[src/rtl/logo_scroll_painter.sv]
// Paints NUM_GLYPHS side-by-side "T" glyphs at a per-frame scrolling offset.
// The hit and hit_glyph outputs are registered, giving one clock of latency from x/y/enble.
module logo_scroll_painter #(
  parameter int W            = 11,
  parameter int NUM_GLYPHS   = 3,
  parameter int GIDX_W       = 3,
  parameter int BASE_X       = 500,
  parameter int BASE_Y       = 550,
  parameter int PITCH        = 40,
  parameter int BAR_OFF      = 10,
  parameter int BAR_W        = 20,
  parameter int BAR_H        = 5,
  parameter int STEM_OFF     = 20,
  parameter int STEM_W       = 5,
  parameter int STEM_H       = 40,
  parameter int MIN_DELT     = 0,
  parameter int MAX_DELT     = 300,
  parameter int STEP         = 2,
  parameter int BLINK_FRAMES = 30
) (
  input  logic              clk,
  input  logic              rst,
  input  logic              enble,
  input  logic              frame_start,
  input  logic [1:0]        mode,
  input  logic [W-1:0]      x,
  input  logic [W-1:0]      y,
  output logic              hit,
  output logic [GIDX_W-1:0] hit_glyph,
  output logic [W-1:0]      delt
);

  localparam int BW = (BLINK_FRAMES > 1) ? $clog2(BLINK_FRAMES + 1) : 1;

  localparam logic [W:0] BASE_X_E   = (W+1)'(BASE_X);
  localparam logic [W:0] BASE_Y_E   = (W+1)'(BASE_Y);
  localparam logic [W:0] BAR_OFF_E  = (W+1)'(BAR_OFF);
  localparam logic [W:0] BAR_W_E    = (W+1)'(BAR_W);
  localparam logic [W:0] BAR_H_E    = (W+1)'(BAR_H);
  localparam logic [W:0] STEM_OFF_E = (W+1)'(STEM_OFF);
  localparam logic [W:0] STEM_W_E   = (W+1)'(STEM_W);
  localparam logic [W:0] STEM_H_E   = (W+1)'(STEM_H);
  localparam logic [W:0] MIN_E      = (W+1)'(MIN_DELT);
  localparam logic [W:0] MAX_E      = (W+1)'(MAX_DELT);
  localparam logic [W:0] STEP_E     = (W+1)'(STEP);
  localparam logic [BW-1:0] BLINK_LAST = BW'(BLINK_FRAMES - 1);

  localparam logic DIR_UP   = 1'b0;
  localparam logic DIR_DOWN = 1'b1;

  logic [W-1:0]      delt_q, delt_d;
  logic              dir_q, dir_d;
  logic              visible_q, visible_d;
  logic [BW-1:0]     blink_q, blink_d;
  logic              hit_q;
  logic [GIDX_W-1:0] hit_glyph_q;

  logic              any_s;
  logic [GIDX_W-1:0] first_s;
  logic              paint_s;

  // Region test for every glyph against the offset held before this edge's update.
  always_comb begin
    logic [W:0] xe, ye, ox, bx0, sx0;
    logic       ybar, ystem, bar_hit, stem_hit;
    xe      = {1'b0, x};
    ye      = {1'b0, y};
    ybar    = (ye >= BASE_Y_E) && (ye < BASE_Y_E + BAR_H_E);
    ystem   = (ye >= BASE_Y_E) && (ye < BASE_Y_E + STEM_H_E);
    any_s   = 1'b0;
    first_s = {GIDX_W{1'b0}};
    ox      = {(W+1){1'b0}};
    bx0     = {(W+1){1'b0}};
    sx0     = {(W+1){1'b0}};
    bar_hit  = 1'b0;
    stem_hit = 1'b0;
    // Descending scan so the lowest-numbered glyph is the last writer.
    for (int g = NUM_GLYPHS - 1; g >= 0; g--) begin
      ox       = BASE_X_E + {1'b0, delt_q} + (W+1)'(g * PITCH);
      bx0      = ox + BAR_OFF_E;
      sx0      = ox + STEM_OFF_E;
      bar_hit  = ybar  && (xe >= bx0) && (xe < bx0 + BAR_W_E);
      stem_hit = ystem && (xe >= sx0) && (xe < sx0 + STEM_W_E);
      if (bar_hit || stem_hit) begin
        any_s   = 1'b1;
        first_s = GIDX_W'(g);
      end else begin
        any_s   = any_s;
      end
    end
  end

  assign paint_s = enble & visible_q & any_s;

  // Per-frame offset, direction and blink state update.
  always_comb begin
    logic [W:0] cur, up;
    cur       = {1'b0, delt_q};
    up        = cur + STEP_E;
    delt_d    = delt_q;
    dir_d     = dir_q;
    visible_d = visible_q;
    blink_d   = blink_q;
    if (frame_start) begin
      case (mode)
        2'b00: begin
          blink_d   = {BW{1'b0}};
          visible_d = 1'b1;
        end
        2'b01: begin
          blink_d   = {BW{1'b0}};
          visible_d = 1'b1;
          if (up > MAX_E) begin
            delt_d = W'(MIN_E);
          end else begin
            delt_d = W'(up);
          end
        end
        2'b10: begin
          blink_d   = {BW{1'b0}};
          visible_d = 1'b1;
          if (dir_q == DIR_UP) begin
            if (up >= MAX_E) begin
              delt_d = W'(MAX_E);
              dir_d  = DIR_DOWN;
            end else begin
              delt_d = W'(up);
            end
          end else begin
            if (cur <= MIN_E + STEP_E) begin
              delt_d = W'(MIN_E);
              dir_d  = DIR_UP;
            end else begin
              delt_d = W'(cur - STEP_E);
            end
          end
        end
        2'b11: begin
          if (blink_q == BLINK_LAST) begin
            blink_d   = {BW{1'b0}};
            visible_d = ~visible_q;
          end else begin
            blink_d   = blink_q + BW'(1);
          end
        end
        default: begin
          delt_d = delt_q;
        end
      endcase
      // A corrupted offset is pulled back into range on the next strobe.
      if ((cur < MIN_E) || (cur > MAX_E)) begin
        delt_d = W'(MIN_E);
      end else begin
        delt_d = delt_d;
      end
    end else begin
      delt_d = delt_q;
    end
  end

  // State and output registers with synchronous active-low reset.
  always_ff @(posedge clk) begin
    if (!rst) begin
      delt_q      <= W'(MIN_E);
      dir_q       <= DIR_UP;
      visible_q   <= 1'b1;
      blink_q     <= {BW{1'b0}};
      hit_q       <= 1'b0;
      hit_glyph_q <= {GIDX_W{1'b0}};
    end else begin
      delt_q      <= delt_d;
      dir_q       <= dir_d;
      visible_q   <= visible_d;
      blink_q     <= blink_d;
      hit_q       <= paint_s;
      hit_glyph_q <= paint_s ? first_s : {GIDX_W{1'b0}};
    end
  end

  assign hit       = hit_q;
  assign hit_glyph = hit_glyph_q;
  assign delt      = delt_q;

endmodule

[config.mk]
export PLATFORM = sky130hd
export DESIGN_NAME = logo_scroll_painter
export DESIGN_NICKNAME = d
export VERILOG_FILES = /design/src/rtl/logo_scroll_painter.sv
export SDC_FILE = /design/constraint.sdc
export NUM_CORES = 1
export LEC_CHECK = 0
export CAP_MARGIN = 20
export CORE_UTILIZATION = 63
export CTS_BUF_LIST = sky130_fd_sc_hd__clkbuf_8
export CTS_CLUSTER_DIAMETER = 200
export CTS_CLUSTER_SIZE = 40
export DETAILED_ROUTE_END_ITERATION = 8
export PLACE_DENSITY = 0.84
export RECOVER_POWER = 25
export SETUP_SLACK_MARGIN = 0.15
export SYNTH_ARGS = -nofsm -noshare
export SYNTH_HDL_FRONTEND = slang
export SYNTH_SLANG_ARGS = --single-unit
export TNS_END_PERCENT = 10
[constraint.sdc]
create_clock -name clk -period 6.4 [get_ports clk]
set_clock_uncertainty 0.15 [all_clocks]
set_input_delay 1.28 -clock clk [delete_from_list [all_inputs] [get_ports clk]]
set_output_delay 1.28 -clock clk [all_outputs]
set_load 0.02 [all_outputs]
### Yosys cells after proc, flatten, opt, wreduce, memory -nomap -nowiden

Cells that the tools add are included.

* reductions and logical operators: 25
* add/sub/neg operators: 18
* $lt $le $gt $ge: 19
* mux-type cells: 18
* eq/ne operators: 5
* bitwise logic cells: 5

Operators with widths (count)
* $add 12x5->12 const B: 6
* $ge 11x12->1: 6
* $lt 11x12->1: 6
* $mux 11: 5
* $add 12x3->12 const B: 3
* $add 12x4->12 const B: 3
* $lt 11x10->1 const B: 2
* $pmux 11 s2: 1
* $logic_and 1x1->1: 14
* $add 11x2->12 const B: 1
* $add 12x6->12 const B: 1
* $add 12x7->12 const B: 1
* $add 9x11->12 const A: 1
* $ge 12x9->1 const B: 1
* $gt 12x9->1 const B: 1
* $ge 11x10->1 const B: 1
* $gt 11x9->1 const B: 1
* $le 11x2->1 const B: 1
* $sub 11x2->11 const B: 1
* $pmux 5 s2: 1
* $mux 1: 8
* $reduce_and 2->1: 3
* $reduce_or 3->1: 2
* $add 5x1->5 const B: 1
* 13 further kinds: 19

* bits in registers: 21
* output and inout port bits: 15

### Depth between registers and ports, before layout

* depth after elaboration: 13
* gate-level depth with buffers: 23
* depth with buffers taken out: 20

### Least setup slack after synthesis

OpenSTA, ideal clock, no wires.

* path kind: register -> register
* start point: register delt_q[2] (netlist: delt[2])
* end point: register hit_glyph_q[1] (netlist: hit_glyph[1])
* arrival: 5.287 ns
* buffers on the path: 3
* path slack: 0.876 ns
* setup time: 0.087 ns
* cell stages (with the launch flop): 22
* period minus slack after synthesis: 5.524 ns
* cell sequence: dfxtp_1 -> buf_2 -> clkbuf_1 -> inv_1 -> ha_1 -> clkbuf_1 -> inv_1 -> ha_1 -> a21oi_1 -> maj3_1 -> nand2_1 -> xnor2_1 -> inv_2 -> or4_1 -> xnor2_1 -> ha_1 -> a211o_1 -> a2111oi_0 -> o21ba_2 -> o21ai_0 -> o21a_1 -> nor4b_4

* word-level cells in the longest chain between the ends: 13
* elaborated cells between the ends (all ways): 49
* classes of those cells: add/sub: 15; order compare: 12; mux: 4; bitwise: 2; reduce/logical: 16

Ends and longest elaborated chain
* start: declaration: line 51 `logic [W-1:0] delt_q, delt_d;`
* start signal: assignment: line 164 `delt_q <= W'(MIN_E);`
* start signal: assignment: line 171 `delt_q <= delt_d;`
* $add 9x11->12 (*): line 79 `ox = BASE_X_E + {1'b0, delt_q} + (W+1)'(g * PITCH);`
* $add 12x7->12: line 79
* $add 12x4->12 / $add 12x5->12 (equally long branches): line 80, 81
* $add 12x5->12 (tied with other cells): line 82 `bar_hit = ybar && (xe >= bx0) && (xe < bx0 + BAR_W_E);`
* $lt 11x12->1 (tied with other cells): line 82
* $logic_and 1x1->1 (on tied branches): line 82, 83
* $logic_or 1x1->1: line 84 `if (bar_hit || stem_hit) begin`
* $mux 1 (3 in series): line 84
* $and 1x1->1: line 93 `assign paint_s = enble & visible_q & any_s;`
* $not 1->1 (no line)
* $reduce_or 4->1 (no line)
* end signal: assignment: line 169 `hit_glyph_q <= {GIDX_W{1'b0}};`
* end signal: assignment: line 176 `hit_glyph_q <= paint_s ? first_s : {GIDX_W{1'b0}};`
* end: declaration: line 56 `logic [GIDX_W-1:0] hit_glyph_q;`

Mark *: on every way between the ends. The rest lies on a longest branch, timed or not.
A chain may end at the register's enable or synchronous reset.

### Final worst setup path

* start point: register delt_q[3] (netlist: delt[3])
* end point: register hit_glyph_q[1] (netlist: hit_glyph[1])

The elaborated chain is that of the path after synthesis.

==> flow_summary_export.csv <==
group,metric,value,unit
worst_setup_path,crit_chain,"inv_1, ha_1, inv_1, ha_1, a21oi_1, maj3_1, nand2_1, xnor2_1, inv_2, or4_1, xnor2_1, ha_1, a211o_1, a2111oi_0, o21ba_2, o21ai_0, o21a_1, nor4b_4",
place,hpwl,14500,µm
power_and_ir_drop,swShare,45.7,%
logic_synthesis,synth_top_area_share,23.0,%
power_and_ir_drop,pwr-share-clk,12.8,%
power_and_ir_drop,power_density,91.3,nW/µm²
worst_hold_path,whs_path_depth,2,
cells_and_area,nets,991,
routing,drt_iter0_markers,333,
power_and_ir_drop,share_seq_of_total_power,21.2,%
logic_synthesis,ys_async_sr_fraction,0,%
cts,cts_hold_buf,0,
global_route,grt_usage,34.7,%
place,portBuffers,40,
timing,holdWs,0.395,ns
global_route,grt_pass1_wl,28800,µm
logic_synthesis,ys_warn_count,0,
timing,fin_crit_sh,85.6,%
routing,via_count,6306,
logic_synthesis,synth-edff-count,0,
timing,rsz0062_at_grt,"no",
floorplan,dieArea,10400,µm²
global_route,grt_max_degree,23,
power_and_ir_drop,pwr-share-comb,66.0,%
flow_run,drv_cap,0,
place,place_congestion,0.922,
routing,routed_wl,18000,µm
worst_setup_path,path_class,"flop to flop",
floorplan,start_util,64.8,%
routing,drt-pass1-iter-count,5,
floorplan,die-width,102,µm
worst_hold_path,holdCritPathClass,"flop to flop",
worst_setup_path,crit_fanout,13,
power_and_ir_drop,peakVddDrop,0.121,mV
worst_setup_path,critPathLaunchType,"flop",
cts,post_cts_resized,0,
logic_synthesis,synth_cell_types,92,
cts,clk_pin_slew,0.07,ns
cells_and_area,synthToLayoutAreaGrowth,8.36,%
logic_synthesis,synth_area_leaders,"ha_1 (23%), xnor2_1 (8.1%), dfxtp_1 (6.4%), xor2_1 (5.3%), nand2_1 (4.8%)",
cts,insertion_delay,0.25,ns
cts,tritoncts,"done",
routing,final_antenna_net_count,0,
routing,routed_via_density,6.45,
worst_setup_path,arrival,5.50,ns
cts,clk_path_buf_depth,2,
outcome,status,"finished, final reports clean",
cts,cts_made_buffers,3,
routing,route.detailed.drc,0,
cells_and_area,drive_gt1_share,7.46,%
timing,fmax,0.183,GHz
logic_synthesis,synth_cells,820,
worst_setup_path,r2r_cells,18,
timing,relSlewSlack,44.2,%
timing,finalCriticalPeriod,5.48,ns
logic_synthesis,synth_top_area_cell,"ha_1",
cells_and_area,multi_input_area,5590,µm²
timing,slew_violations,0,
power_and_ir_drop,cellLeakagePower,2.84,nW
cells_and_area,ff_latch_area,400,µm²
floorplan,ios,43,
cts,clock_sinks,20,
timing,hold_viol,0,
worst_setup_path,endpoint_kind,"flop",
global_route,grt_pass1_vias,5903,
logic_synthesis,yosysMostFrequentCell,"ha_1",
global_route,antenna_found_initial,0,
logic_synthesis,synthTopCellsByCount,"ha_1 (116), nand2_1 (80), nor2_1 (67)",
cts,post_cts_buffers,0,
power_and_ir_drop,p_int,0.000338,W
timing,worstMarginPinSlew,0.836,ns
logic_synthesis,ys_seq_area_share,6.35,%
cells_and_area,n_antenna_cell,0,
logic_synthesis,synthFlopType,"dfxtp_1",
worst_setup_path,cp_data_required_time,6.42,ns
worst_setup_path,cpMostUsedCell,"ha_1",
timing,finalSetupViolCount,0,
timing,finalSetupTns,0,ns
power_and_ir_drop,totalPowerFinal,0.000623,W
logic_synthesis,synth_seq_cells,20,
worst_setup_path,cpMaxStageDelayCell,"ha_1",
cells_and_area,fillers,831,
global_route,grt.overflow.total,0,
cts,cts_max_level,1,
worst_setup_path,cpPeakStageDelay,0.64,ns
routing,wl_per_cell,18.4,µm
cts,cts-root-buf,"clkbuf_8",
floorplan,core,9730,µm²
power_and_ir_drop,p_switching,0.000285,W
floorplan,die_h,102,µm
floorplan,placementRows,36,
logic_synthesis,syn_area,6300,µm²
logic_synthesis,syn_avg_cell_area,7.69,µm²
-- state kept, by name, summed over array words and instances, names as in the netlist --
signal / count
blink_q: 5
delt: 10
dir_q: 1
hit: 1
hit_glyph: 2
visible_q: 1
-- power groups by stage --
stage | registers [W] | clock network [W] | logic, W
floorplan | 0.000133 | 0 | 0.000285
global placement | 0.000135 | 0 | 0.000382
detailed placement | 0.000135 | 0 | 0.000404
CTS | 0.000132 | 0.0000829 | 0.000408
global route | 0.000133 | 0.0000863 | 0.000460
finish | 0.000132 | 0.0000797 | 0.000411
-- placed cells by master, fill, tap and decap left out, types with 4 or more instances in the layout --
master	instances
nand2b_1	15
o31ai_1	4
o21a_1	11
o21ai_1	4
xor2_1	38
or3_1	5
xnor2_1	58
nor2_1	67
a2111oi_0	11
nand3_1	20
and3b_1	5
dfxtp_1	20
o21ai_0	40
a21oi_1	55
clkdlybuf4s50_1	37
or4_1	5
nand2_1	80
o22ai_1	6
nor2b_1	17
a211o_1	5
o211ai_1	4
xnor2_2	6
inv_1	28
nand4_1	12
a31oi_1	10
nor3_2	6
buf_4	15
nor3_1	21
ha_1	116
nand3b_1	5
mux2i_1	7
a211oi_1	10
a21o_1	13
-- worst max-delay path: cells and delay by family (launching register included) --
family	cells	cell delay, ns
DFF	1	0.51
adders and majority gates	4	1.35
buffers and inverters	3	0.49
AOI/OAI and AO/OA	6	1.47
and+or+nand+nor	3	0.92
xor gates and xnor gates	2	0.51
-- routing by layer --
layer	GRT usage (%)	share of wire, %	vias to the layer above	wire, µm
met5	0	0	-	0
met4	12.2	3.3	0	600
met3	5.34	7.5	48	1350
met2	58.8	46	251	8330
met1	44.7	43	2964	7750
li1	-	-	3043	-
-- kinds of logic (layout without fill, tap and decap cells) --
family	after synthesis	count (layout)	share of synthesized area, %
XOR/XNOR	106	106	16.2
other	1	2	0.0595
adder cells (fa/ha/maj)	117	117	23.2
AND/OR/NAND/NOR	287	287	24.2
AO/OA/AOI/OAI	215	215	23.7
multiplexers	8	8	1.29
buffers and inverters	66	90	5.04
flip-flops	20	20	6.35
-- worst paths after layout --
| path | start | endpoint | slack (ns) |
|---|---|---|---|
| worst min register to register | blink_q[4] | blink_q[4] | 0.39 |
| worst max register to register | delt[3] | hit_glyph[1] | 0.92 |
| worst min-delay path | blink_q[4] | blink_q[4] | 0.39 |
| worst max-delay path | delt[3] | hit_glyph[1] | 0.92 |
-- through the flow --
step | cell area, µm² | util [%] | worst slack, ns | std cells
5_1_grt | 6830 | 70.2 | 0.445 | 978
3_3_place_gp | 6790 | 69.8 | 1.28 | 975
4_1_cts | 6830 | 70.2 | 0.998 | 978
3_5_place_dp | 6790 | 69.8 | 1.03 | 975
6_report | 6830 | 70.2 | 0.922 | 978
2_1_floorplan | 6310 | - | 0.876 | 821
-- area by class of cell --
type,count,share of cell area [%]
clock buffer,3,0.605
timing repair buffer,55,7.51
sequential,20,5.86
inverter,32,1.76
multi-input combinational,735,81.8
tap,133,2.44
(Power assumes the default switching activity.)
